===== src/rtl/ika_eg_rate_timer_if.sv =====
// Slot channel of the envelope rate timer: one effective rate in,
// one step decision out, two enable cycles later.
interface ika_eg_rate_timer_if;
  logic       i_RATE_VALID;
  logic [5:0] i_RATE;
  logic       o_STEP_VALID;
  logic       o_STEP_EN;
  logic [4:0] o_STEP_SIZE;

  // Rate source / step consumer side
  modport master (
    output i_RATE_VALID, i_RATE,
    input  o_STEP_VALID, o_STEP_EN, o_STEP_SIZE
  );

  // Timer side
  modport slave (
    input  i_RATE_VALID, i_RATE,
    output o_STEP_VALID, o_STEP_EN, o_STEP_SIZE
  );
endinterface


===== src/rtl/ika_eg_rate_timer.sv =====
// Envelope attenuation-rate timer: divides the sample strobe, advances a
// global time counter, derives attenuation rate and envelope phase, and
// turns serially presented slot rates into step enables and step sizes.
module ika_eg_rate_timer #(
  parameter int unsigned CNTW = 15,
  parameter int unsigned DIV  = 3,
  parameter int unsigned AW   = $clog2(CNTW + 1)
) (
  input  logic            i_EMUCLK,
  input  logic            i_MRST,
  input  logic            i_phi1_NCEN_n,
  input  logic            i_SAMPLE_STB,
  input  logic            i_TEST_TICK,
  output logic            o_TICK,
  output logic [CNTW-1:0] o_CNTR,
  output logic [AW-1:0]   o_ATTEN_RATE,
  output logic [2:0]      o_ENV_CNTR,
  ika_eg_rate_timer_if.slave slot
);

  localparam int unsigned DW = (DIV > 1) ? $clog2(DIV) : 1;
  localparam int unsigned SW = ((AW > 4) ? AW : 4) + 1;

  function automatic logic [AW-1:0] ctz(input logic [CNTW-1:0] v);
    logic [AW-1:0] r;
    r = AW'(CNTW);
    for (int unsigned i = 0; i < CNTW; i++)
      if (v[CNTW-1-i]) r = AW'(CNTW - 1 - i);
    return r;
  endfunction

  logic            en;
  logic            tick;
  logic [DW-1:0]   div_q, div_d;
  logic            tick_q;
  logic [CNTW-1:0] cntr_q, cntr_d;
  logic [AW-1:0]   ar_q, ar_d;
  logic [2:0]      env_q, env_d;
  logic [CNTW+2:0] env_ext;

  logic            s1_vld_q;
  logic [5:0]      s1_rate_q;
  logic [AW-1:0]   s1_ar_q;
  logic [2:0]      s1_ph_q;

  logic [3:0]      hi;
  logic [1:0]      lo;
  logic            ph_lt;
  logic [SW-1:0]   sum;
  logic            step_vld_d, step_en_d;
  logic [4:0]      step_size_d;
  logic            step_vld_q, step_en_q;
  logic [4:0]      step_size_q;

  assign en = ~i_phi1_NCEN_n;

  // Divider, tick decision and the post-tick counter/rate/phase values
  always_comb begin
    tick  = i_SAMPLE_STB && (i_TEST_TICK || (div_q == DW'(DIV - 1)));
    div_d = div_q;
    if (i_SAMPLE_STB) div_d = tick ? '0 : div_q + 1'b1;
    cntr_d  = cntr_q + 1'b1;
    ar_d    = ctz(cntr_d);
    // Widened so a shift past the counter top reads zeros
    env_ext = {3'b000, cntr_d} >> ({1'b0, ar_d} + 1'b1);
    env_d   = env_ext[2:0];
  end

  // Timer state: advances only on enable cycles
  always_ff @(posedge i_EMUCLK or posedge i_MRST) begin
    if (i_MRST) begin
      div_q  <= '0;
      tick_q <= 1'b0;
      cntr_q <= '0;
      ar_q   <= '0;
      env_q  <= '0;
    end else if (en) begin
      div_q  <= div_d;
      tick_q <= tick;
      if (tick) begin
        cntr_q <= cntr_d;
        ar_q   <= ar_d;
        env_q  <= env_d;
      end
    end
  end

  // Stage 1: capture slot rate with the pre-tick rate and phase
  always_ff @(posedge i_EMUCLK or posedge i_MRST) begin
    if (i_MRST) begin
      s1_vld_q  <= 1'b0;
      s1_rate_q <= '0;
      s1_ar_q   <= '0;
      s1_ph_q   <= '0;
    end else if (en) begin
      s1_vld_q  <= slot.i_RATE_VALID;
      s1_rate_q <= slot.i_RATE;
      s1_ar_q   <= ar_q;
      s1_ph_q   <= env_q;
    end
  end

  // Step rule evaluation on the captured slot
  always_comb begin
    hi          = s1_rate_q[5:2];
    lo          = s1_rate_q[1:0];
    ph_lt       = {1'b0, s1_ph_q} < (4'd4 + {2'b00, lo});
    sum         = SW'(s1_ar_q) + SW'(hi);
    step_vld_d  = s1_vld_q;
    step_en_d   = 1'b0;
    step_size_d = '0;
    if (s1_vld_q && (s1_rate_q != 6'd0)) begin
      if (hi >= 4'd12) begin
        // hi-12 equals hi[1:0] for hi in 12..15
        step_en_d   = 1'b1;
        step_size_d = ph_lt ? (5'd2 << hi[1:0]) : (5'd1 << hi[1:0]);
      end else begin
        step_en_d   = (sum >= SW'(11)) && ph_lt;
        step_size_d = {4'b0000, step_en_d};
      end
    end
  end

  // Stage 2: registered step result
  always_ff @(posedge i_EMUCLK or posedge i_MRST) begin
    if (i_MRST) begin
      step_vld_q  <= 1'b0;
      step_en_q   <= 1'b0;
      step_size_q <= '0;
    end else if (en) begin
      step_vld_q  <= step_vld_d;
      step_en_q   <= step_en_d;
      step_size_q <= step_size_d;
    end
  end

  assign o_TICK            = tick_q;
  assign o_CNTR            = cntr_q;
  assign o_ATTEN_RATE      = ar_q;
  assign o_ENV_CNTR        = env_q;
  assign slot.o_STEP_VALID = step_vld_q;
  assign slot.o_STEP_EN    = step_en_q;
  assign slot.o_STEP_SIZE  = step_size_q;

endmodule


===== src/flat_wrapper.sv =====
// flat-port wrapper written by rule: the top's interface ports become plain ports
module ika_eg_rate_timer_flat 
#(
  parameter int unsigned CNTW = 15,
  parameter int unsigned DIV  = 3,
  parameter int unsigned AW   = $clog2(CNTW + 1)
)
  (i_EMUCLK, i_MRST, i_phi1_NCEN_n, i_SAMPLE_STB, i_TEST_TICK, o_TICK, o_CNTR, o_ATTEN_RATE, o_ENV_CNTR, slot_i_RATE_VALID, slot_i_RATE, slot_o_STEP_VALID, slot_o_STEP_EN, slot_o_STEP_SIZE);
  ika_eg_rate_timer_if slot_i ();
  input  logic i_EMUCLK;
  input  logic i_MRST;
  input  logic i_phi1_NCEN_n;
  input  logic i_SAMPLE_STB;
  input  logic i_TEST_TICK;
  output logic o_TICK;
  output logic [CNTW-1:0] o_CNTR;
  output logic [AW-1:0] o_ATTEN_RATE;
  output logic [2:0] o_ENV_CNTR;
  input wire logic [$bits(slot_i.i_RATE_VALID)-1:0] slot_i_RATE_VALID;
  input wire logic [$bits(slot_i.i_RATE)-1:0] slot_i_RATE;
  output wire logic [$bits(slot_i.o_STEP_VALID)-1:0] slot_o_STEP_VALID;
  output wire logic [$bits(slot_i.o_STEP_EN)-1:0] slot_o_STEP_EN;
  output wire logic [$bits(slot_i.o_STEP_SIZE)-1:0] slot_o_STEP_SIZE;
  assign slot_i.i_RATE_VALID = slot_i_RATE_VALID;
  assign slot_i.i_RATE = slot_i_RATE;
  assign slot_o_STEP_VALID = slot_i.o_STEP_VALID;
  assign slot_o_STEP_EN = slot_i.o_STEP_EN;
  assign slot_o_STEP_SIZE = slot_i.o_STEP_SIZE;
  ika_eg_rate_timer #(.CNTW(CNTW), .DIV(DIV), .AW(AW)) u_core (.i_EMUCLK(i_EMUCLK), .i_MRST(i_MRST), .i_phi1_NCEN_n(i_phi1_NCEN_n), .i_SAMPLE_STB(i_SAMPLE_STB), .i_TEST_TICK(i_TEST_TICK), .o_TICK(o_TICK), .o_CNTR(o_CNTR), .o_ATTEN_RATE(o_ATTEN_RATE), .o_ENV_CNTR(o_ENV_CNTR), .slot(slot_i));
endmodule

===== config.mk =====
export PLATFORM = sky130hd
export DESIGN_NAME = ika_eg_rate_timer_flat
export DESIGN_NICKNAME = d
export VERILOG_FILES = /design/src/rtl/ika_eg_rate_timer_if.sv /design/src/rtl/ika_eg_rate_timer.sv /design/src/flat_wrapper.sv
export SDC_FILE = /design/constraint.sdc
export NUM_CORES = 1
export LEC_CHECK = 0
export ABC_AREA = 1
export BUFFER_PORTS_ARGS = -buffer_cell sky130_fd_sc_hd__clkbuf_2
export CORE_ASPECT_RATIO = 2
export CORE_MARGIN = 3
export CORE_UTILIZATION = 55
export CTS_BUF_LIST = sky130_fd_sc_hd__clkbuf_8
export CTS_CLUSTER_SIZE = 30
export DETAILED_ROUTE_END_ITERATION = 8
export GPL_TIMING_DRIVEN = 1
export HOLD_SLACK_MARGIN = 0.15
export PLACE_DENSITY = 0.8
export SYNTH_ARGS = -nofsm -noshare
export SYNTH_HDL_FRONTEND = slang
export SYNTH_SLANG_ARGS = --single-unit

===== constraint.sdc =====
create_clock -name i_EMUCLK -period 6.05 [get_ports i_EMUCLK]
set_input_delay 1.21 -clock i_EMUCLK [delete_from_list [all_inputs] [get_ports i_EMUCLK]]
set_output_delay 1.21 -clock i_EMUCLK [all_outputs]
set_load 0.02 [all_outputs]

Word level (Yosys, flattened, before mapping) --
Cells that the tools add are included.
Operators by class: $add $sub $neg 5, order comparisons 3, equal/unequal tests 1, shifts and indexed selects 3, multiplexer cells 21, bitwise operators 1, reductions and logical operators 7
Operators by type and width (number):
- 2-to-1 mux 4 bit | 8
- adder 15 x 1 -> 15 bit (second input constant) | 1
- 2-to-1 mux 5 bit | 3
- right shift 15 x 5 -> 3 bit | 1
- 2-to-1 mux 3 bit | 4
- 2-to-1 mux 2 bit | 3
- nonzero test 6 bit | 1
- adder 4 x 1 -> 5 bit (second input constant) | 1
- adder 4 x 4 -> 5 bit | 1
- >= comparator 5 x 4 -> 1 bit (second input constant) | 1
- << shifter 1 x 2 -> 5 bit (first input constant) | 1
- << shifter 2 x 2 -> 5 bit (first input constant) | 1
- adder 3 x 2 -> 4 bit (first input constant) | 1
- >= comparator 4 bit (second input constant) | 1
- < comparator 3 x 4 -> 1 bit | 1
- AND reduction 2 bit | 2
- logical AND 1 bit | 3
- 2-to-1 mux 1 bit | 3
- adder 2 x 1 -> 2 bit (second input constant) | 1
- == test 2 bit (second input constant) | 1
- logical OR 1 bit | 1
- NOT 1 bit | 1
Word-level totals: flip-flop bits (word level) 46, bits of input ports 12, output and inout port bits 30

Depth between registers and ports, before layout --
Gate-level depths: netlist of the first run.
word-level depth 18, gate-level depth with buffers 26, gate-level depth less buffers 26

Worst setup path before layout of the first run --
OpenSTA, ideal clock, no wires.
path kind register to register, start register u_core.cntr_q[0], in the netlist u_core.o_CNTR[0], end register u_core.env_q[0], in the netlist u_core.o_ENV_CNTR[0], arrival time 2.484 ns, slack 3.438 ns, stages on the path, launching flop included 20, path buffers 1, cells stage by stage dfrtp_1 > ha_1 > nand3_1 > nor2_4 > nand2_1 > xor2_1 > inv_1 > nor2_1 > inv_1 > a21oi_1 > o21ai_0 > nand2_1 > nand2_1 > nand2_1 > buf_2 > inv_1 > nand3_1 > nand2_1 > o21ai_0 > nand3_1
Between the ends: longest elaborated chain between the ends 18
Ends and longest elaborated chain:
- start: declaration | line ika_eg_rate_timer.sv:36 | logic [CNTW-1:0] cntr_q, cntr_d;
- start signal: assignment | line ika_eg_rate_timer.sv:81 | cntr_q <= cntr_d;
- adder 15 x 1 -> 15 bit * | line ika_eg_rate_timer.sv:62 | cntr_d = cntr_q + 1'b1;
- 2-to-1 mux 1 bit | line ika_eg_rate_timer.sv:28 | if (v[CNTW-1-i]) r = AW'(CNTW - 1 - i);
- 2-to-1 mux 2 bit (2 in series) | line ika_eg_rate_timer.sv:28
- 2-to-1 mux 3 bit (4 in series) | line ika_eg_rate_timer.sv:28
- 2-to-1 mux 4 bit (8 in series) | line ika_eg_rate_timer.sv:28
- adder 4 x 1 -> 5 bit | line ika_eg_rate_timer.sv:65 | env_ext = {3'b000, cntr_d} >> ({1'b0, ar_d} + 1'b1);
- right shift 15 x 5 -> 3 bit * | line ika_eg_rate_timer.sv:65
- end signal: assignment | line ika_eg_rate_timer.sv:83 | env_q <= env_d;
- end: declaration | line ika_eg_rate_timer.sv:38 | logic [2:0] env_q, env_d;
Mark *: on every way between the ends. The rest lies on a longest branch, timed or not. A chain may end at the register's enable or synchronous reset.

Worst setup path in the final report of the first run --
start input i_phi1_NCEN_n, end register u_core.env_q[1], in the netlist u_core.o_ENV_CNTR[1]
Between the ends: longest elaborated chain between the ends 2
Ends and longest elaborated chain:
- start: declaration | line flat_wrapper.sv:12 | input logic i_phi1_NCEN_n;
- NOT 1 bit (no source line)
- AND reduction 2 bit (no source line)
No other way between the ends.

==> flow_metrics.tcl, run 1 <==
set metrics [dict create \
    run_status "completed" \
    timing.hold.worst.start "u_core.slot.o_STEP_EN$_DFFE_PP0N_" \
    crit_path_slowest_cell "inv_1" \
    die_area_sq_um 6010 \
    synth-seq-area-share_pct 41.3 \
    worst_slew_pin_slew_ns 0.954 \
    timing.setup.critical_path_class "primary input to register" \
    grt_antenna_before_repair 0 \
    regArea_sq_um 1150 \
    antenna-diode-count 0 \
    globalRouteOverflowTotal 0 \
    final_nets 438 \
    fill_cells 457 \
    cts_sinks 46 \
    tritoncts_clock_tree "done" \
    synth_warnings 0 \
    routed_wirelength_microns 6840 \
    floorplan.io_pins 42 \
    fmax_mhz 318 \
    timing.critical_path.mode_cell "nand2_1" \
    fin_setup_tns_ns 0 \
    clock_root_buffer_master "clkbuf_8" \
    remaining_drc_errors 0 \
    cts_resized 0 \
    required_ns 6.30 \
    critPathMaxFanout 22 \
    route.antenna.remaining_nets 0 \
    slew-limit-headroom_pct 36.3 \
    drt_iter0_markers 98 \
    syn-instance-count 377 \
    first_pass_iters 4 \
    io_buffers 41 \
    clock_tree.htree_level_count 2 \
    start_util_pct 57.3 \
    count_of_final_setup_violators 0 \
    grt_start_max_net_pins 47 \
    synth.avg_cell_area_sq_um 7.39 \
    vias 2589 \
    yosys_register_bits 46 \
    cts-root-to-sink-buffers 2 \
    final-max-slew-violation-count 0 \
    rsz0062_at_grt "false" \
    max_cap_violations 0 \
    timing.hold.worst_path_depth 1 \
    worstPathBufferInverterCount 4 \
    reg2reg_depth 20 \
    critPathTopFamily "buffers and inverters" \
    core.rowCount 36 \
    routability_congestion_estimate_from_global_placement 0.900 \
    post_route_fraction_of_the_period_consumed_by_the_critical_path_pct 52.0 \
    floorplan.die.width_microns 56.3 \
    syn_area_sq_um 2790 \
    drt-vias-per-instance 5.46 \
    max_stage_delay_ns 0.50 \
    timing.reg2reg.setup_slack_ns 2.95 \
    endpoint_kind "register" \
    area_delta_synth_final_pct 12.4 \
    worst_reg2reg_path_endpoint "u_core.o_ENV_CNTR[1]$_DFFE_PP0P_" \
    reg2reg_from "u_core.o_CNTR[0]$_DFFE_PP0P_" \
    dpl.hpwl_microns 5270 \
    finalWorstPathRequiredPeriod_ns 3.15 \
    groute.usage.overall_pct 24.5 \
    cts_inserted_buffers 5 \
    first_global_vias 2621 \
    multi_input_area_sq_um 1420 \
    worstPathArrival_ns 3.40 \
    final_worst_clock_skew_ns 0.00909 \
    power_per_cell_area_nw_per_um2 498 \
    class_of_the_worst_hold_path "register to register" \
    critPathLaunch "i_phi1_NCEN_n" \
    route.detailed.wl_per_inst_microns 14.4 \
    hold_viol_final 0 \
    number_of_distinct_library_cells_after_synthesis 31 \
    clock_pin_slew_worst_setup_and_hold_paths_ns 0.09 \
    cts.repair_timing.setup_buffer_count 0 \
    cts.hold.buffers_added 0 \
    die_height_microns 107 \
    power.total_w 0.00156 \
    p_leak_nw 1.67 \
    worst_hold_path.endpoint "u_core.slot.o_STEP_EN$_DFFE_PP0N_" \
    synth.net_count 399 \
    final_layout_size_suffix_gt1_share_pct 16.1 \
    setup.worst_path.start_class "primary input" \
    placeableCoreArea_sq_um 4860 \
    cell_chain_critical_path "clkbuf_2 > inv_1 > nand2_1 > nor2_1 > buf_4 > inv_1 > nor2_1 > nand2_1 > nor2_1 > nand2_1 > nand2_1" \
    worstSkewPairLatency_ns 0.30 \
    vdd_ir_drop_max_uv 443 \
    grt_pass1_wl_microns 11600 \
]
worst reg2reg max path: stages (launching register included):
cell	delay, ns
dfrtp_1	0.47
ha_1	0.26
nand3_1	0.14
nor2_4	0.18
nand2_1	0.08
xor2_1	0.27
inv_1	0.12
nor2_1	0.13
inv_1	0.06
a21oi_1	0.11
o21ai_0	0.09
nand2_1	0.06
nand2_1	0.05
nand2_1	0.26
nand2_1	0.09
o21ai_0	0.11
nand3_1	0.10
nand2_1	0.07
o21ai_0	0.07
a21oi_1	0.18
nand2_1	0.07
through the flow:
| step | hold slack, ns | cells | worst slack (ns) | cell area, sq um | utilization [%] |
|---|---|---|---|---|---|
| 2_1_floorplan | 0.444 | 377 | 3.44 | 2790 | - |
| 3_3_place_gp | 0.462 | 466 | 2.71 | 3020 | 62.2 |
| 3_5_place_dp | 0.472 | 466 | 2.63 | 3020 | 62.2 |
| 4_1_cts | 0.490 | 474 | 2.92 | 3130 | 64.4 |
| 5_1_grt | 0.513 | 474 | 2.65 | 3130 | 64.4 |
| 6_report | 0.487 | 474 | 2.90 | 3130 | 64.4 |
how the worst max path moves through the flow:
stage	end	slack [ns]	cells after the start
3_3_place_gp	u_core.o_ENV_CNTR[1]$_DFFE_PP0P_	2.71	11
2_1_floorplan	u_core.o_ENV_CNTR[0]$_DFFE_PP0P_	3.44	19
6_report	u_core.o_ENV_CNTR[1]$_DFFE_PP0P_	2.90	11
3_5_place_dp	u_core.o_ENV_CNTR[1]$_DFFE_PP0P_	2.63	11
4_1_cts	u_core.o_ENV_CNTR[1]$_DFFE_PP0P_	2.92	11
5_1_grt	u_core.o_ENV_CNTR[1]$_DFFE_PP0P_	2.65	20
routing by layer:
metal	vias to the layer above	GRT usage, %	wire [microns]
li1	1286	-	-
met1	1214	24.7	2420
met2	70	46.2	3870
met3	19	3.37	252
met4	0	13.8	286
met5	-	0	0
sequential cells by signal (all words and copies together) (netlist names):
signal and flops:
u_core.div_q 2, u_core.slot.o_STEP_VALID 1, u_core.slot.o_STEP_SIZE 5, u_core.s1_ph_q 3
u_core.slot.o_STEP_EN 1, u_core.o_ENV_CNTR 3, u_core.s1_rate_q 6, u_core.o_CNTR 15
u_core.o_ATTEN_RATE 4, u_core.s1_vld_q 1, u_core.s1_ar_q 4, u_core.o_TICK 1
where the power goes:
| group | switching (W) | internal (W) | leakage, nW |
|---|---|---|---|
| sequential | 0.0000978 | 0.000397 | 0.599 |
| combinational | 0.000568 | 0.000269 | 1.01 |
| clock | 0.000107 | 0.000122 | 0.0579 |
cell usage after synthesis:
cell type | count | area [sq um]
o31ai_1 | 1 | 7.51
nand2_2 | 6 | 37.5
xor2_1 | 9 | 78.8
nand3_1 | 30 | 150
a21oi_1 | 8 | 40.0
o2bb2ai_1 | 1 | 8.76
inv_2 | 1 | 3.75
nand2_1 | 116 | 435
nand2_4 | 3 | 33.8
o211ai_1 | 3 | 22.5
buf_2 | 1 | 5.00
a22o_1 | 1 | 8.76
nor2_1 | 24 | 90.1
nor2_2 | 1 | 6.26
nand4_1 | 5 | 31.3
o21ai_0 | 44 | 220
nor2_4 | 2 | 22.5
xnor2_1 | 4 | 35.0
ha_1 | 9 | 113
fa_1 | 1 | 20.0
nor4_1 | 1 | 6.26
nand3_2 | 2 | 20.0
nor3_1 | 2 | 10.0
dfrtp_1 | 46 | 1150
and3_2 | 1 | 7.51
inv_1 | 44 | 165
nand3b_1 | 1 | 7.51
clkbuf_1 | 7 | 26.3
buf_6 | 1 | 11.3
a21o_1 | 1 | 7.51
buf_1 | 1 | 3.75
cell families (layout without fill, tap and decap cells):
kind of cell	count (synthesis)	after routing	synth area share (%)
compound gates	59	59	11.3
xor+xnor	13	13	4.09
fa+ha+maj	10	10	4.76
buf+inv	55	95	7.72
flops	46	46	41.3
simple gates	194	194	30.8
cell usage in the layout, fill, tap and decap left out, types with 2 or more instances in the layout:
| cell | count |
|---|---|
| inv_1 | 43 |
| clkinv_2 | 2 |
| dfrtp_1 | 46 |
| nor2_4 | 2 |
| nand2_2 | 6 |
| nand3_1 | 30 |
| xor2_1 | 9 |
| o211ai_1 | 3 |
| a21oi_1 | 8 |
| nor3_1 | 2 |
| nand2_1 | 116 |
| nand4_1 | 5 |
| inv_2 | 2 |
| clkbuf_8 | 5 |
| nand3_2 | 2 |
| xnor2_1 | 4 |
| clkbuf_2 | 41 |
| nand2_4 | 3 |
| ha_1 | 9 |
| o21ai_0 | 44 |
| nor2_1 | 24 |
layout make-up:
cell class,instances,area share (%)
clock buffer,5,2.20
clock inverter,3,1.28
inverter,45,5.39
multi-input combinational,276,45.3
sequential,46,36.7
tap,57,2.28
timing repair buffer,42,6.79
Power figures use the tool's default switching activity.
==> inputs of run 2 (changes only) <==
Settings changed: CORE_UTILIZATION 55 to 53, PLACE_DENSITY 0.8 to 0.81.
Clock period 6.05 ns to 2.8 ns, I/O delays scaled along.
==> flow_metrics.tcl, run 2 (synthesis gave the netlist of run 1 again) <==
set metrics [dict create \
    drt-vias-per-instance 5.63 \
    die_height_microns 109 \
    post-route-util_pct 66.8 \
    timing.critical_path.mode_cell "nand2_1" \
    tritoncts_clock_tree "done" \
    remaining_drc_errors 0 \
    setup_ws_ns 0.189 \
    clock_tree.htree_level_count 2 \
    grt_pass1_wl_microns 11800 \
    power_per_cell_area_nw_per_um2 1090 \
    area_delta_synth_final_pct 18.9 \
    p_leak_nw 1.74 \
    worstPathBufferInverterCount 2 \
    critPathMaxFanout 5 \
    cell_chain_critical_path "buf_4 > nand3_4 > nor3_1 > xnor2_1 > nand2_1 > inv_1 > o21ai_0 > nand2_1 > nand2_2 > nand2_4 > nand2_1 > o21ai_1 > nand3_1 > nand2_1 > o21ai_0 > a21oi_1 > nand2_1" \
    place_ws_ns 0.0538 \
    critPathTopFamily "simple AND/OR/NAND/NOR gates" \
    drt_iter0_markers 121 \
    first_pass_iters 5 \
    fmax_mhz 383 \
    first_global_vias 2684 \
    vdd_ir_drop_max_uv 909 \
    worstPathArrival_ns 2.81 \
    cts_inserted_buffers 5 \
    most_frequent_cells_in_the_layout "111 x nand2_1, 43 x inv_1, 43 x dfrtp_1" \
    route.detailed.wl_per_inst_microns 15.1 \
    final_worst_clock_skew_ns 0.00819 \
    final_layout_size_suffix_gt1_share_pct 22.6 \
    die_area_sq_um 6220 \
    floorplan.die.width_microns 57.3 \
    placeableCoreArea_sq_um 4950 \
    worstSkewPairLatency_ns 0.30 \
    required_ns 3.00 \
    io_buffers 41 \
    crit_path_slowest_cell "xnor2_1" \
    route.antenna.remaining_nets 0 \
    crit_cells 17 \
    routed_wirelength_microns 7420 \
    class_of_the_worst_hold_path "primary input to asynchronous set/reset pin" \
    endpoint_kind "register" \
    start_util_pct 56.2 \
    largest_register_ffs 15 \
    core.rowCount 36 \
    layout.cells.most_common "nand2_1" \
    run_status "completed" \
    floorplan.io_pins 42 \
    final_nets 455 \
    worst_slew_pin_slew_ns 0.967 \
    final-max-slew-violation-count 0 \
    globalRouteOverflowTotal 0 \
    groute.usage.overall_pct 24.7 \
    dpl.hpwl_microns 5320 \
    fin_setup_tns_ns 0 \
    vias 2759 \
    cts_sinks 46 \
    cts.hold.buffers_added 0 \
    reg2reg_depth 17 \
    max_cap_violations 0 \
    finalWorstPathRequiredPeriod_ns 2.61 \
    routability_congestion_estimate_from_global_placement 0.915 \
    setup.worst_path.start_class "register" \
    power.total_w 0.00360 \
    count_of_final_setup_violators 0 \
    max_stage_delay_ns 0.50 \
    hold_viol_final 0 \
    clock_root_buffer_master "clkbuf_8" \
    slew-limit-headroom_pct 35.4 \
    fin_hold_ws_ns 0.445 \
    cts-root-to-sink-buffers 2 \
    clock_pin_slew_worst_setup_and_hold_paths_ns 0.09 \
    grt_antenna_before_repair 0 \
    grt_start_max_net_pins 47 \
    timing.setup.critical_path_class "register to register" \
    post_route_fraction_of_the_period_consumed_by_the_critical_path_pct 93.2 \
    antenna-diode-count 0 \
]
run 2: worst reg2reg max path, delay by kind of cell (launching register included):
family,cells,cell delay (ns)
compound gates,4,0.43
xor+xnor,1,0.50
buf+inv,2,0.27
flops,1,0.45
simple gates,10,0.86
run 2: path summary, 6_finish.rpt:
check	from	end	slack, ns
setup / recovery	u_core.o_CNTR[1]$_DFFE_PP0P_	u_core.o_ENV_CNTR[1]$_DFFE_PP0P_	0.19
hold / removal	i_MRST	u_core.o_CNTR[13]$_DFFE_PP0P_	0.45
setup reg to reg	u_core.o_CNTR[1]$_DFFE_PP0P_	u_core.o_ENV_CNTR[1]$_DFFE_PP0P_	0.19
hold reg to reg	u_core.slot.o_STEP_EN$_DFFE_PP0N_	u_core.slot.o_STEP_EN$_DFFE_PP0N_	0.48
max in group asynchronous	i_MRST	u_core.o_CNTR[0]$_DFFE_PP0P_	1.68
min in group i_EMUCLK	slot_i_RATE[4]	u_core.s1_rate_q[4]$_DFFE_PP0N_	0.45
run 2: where the power goes:
group | leakage, nW | switching, W | internal (W)
clock | 0.0438 | 0.000228 | 0.000168
sequential | 0.596 | 0.000211 | 0.000863
combinational | 1.10 | 0.00137 | 0.000760
total | 1.74 | 0.00181 | 0.00179
run 2: routing by layer:
metal	vias to the layer above	GRT usage [%]	wire (microns)
met5	-	0	0
met4	0	17.7	455
met3	46	3.58	345
met2	118	44.9	4110
met1	1267	24.7	2510
li1	1328	-	-
run 2: repair_timing:
item,in CTS,in global routing
setup endpoints to repair,1,3
pin swaps,0,5
resized for setup,1,21
buffers inserted,0,9
gates cloned,0,1
run 2: cell type report:
| class | instances | area, sq um |
|---|---|---|
| fill | 430 | 1640 |
| clock inverter | 2 | 10.0 |
| inverter | 45 | 169 |
| clock buffer | 5 | 68.8 |
| tap | 57 | 71.3 |
| multi-input combinational | 277 | 1510 |
| timing repair buffer | 58 | 333 |
| sequential | 46 | 1150 |
run 2: metrics by stage:
step	std cells	cell area, sq um
final	490	3310
after global routing	490	3310
after CTS	480	3160
after detailed placement	473	3080
after global placement	473	3080
after floorplan	377	2790
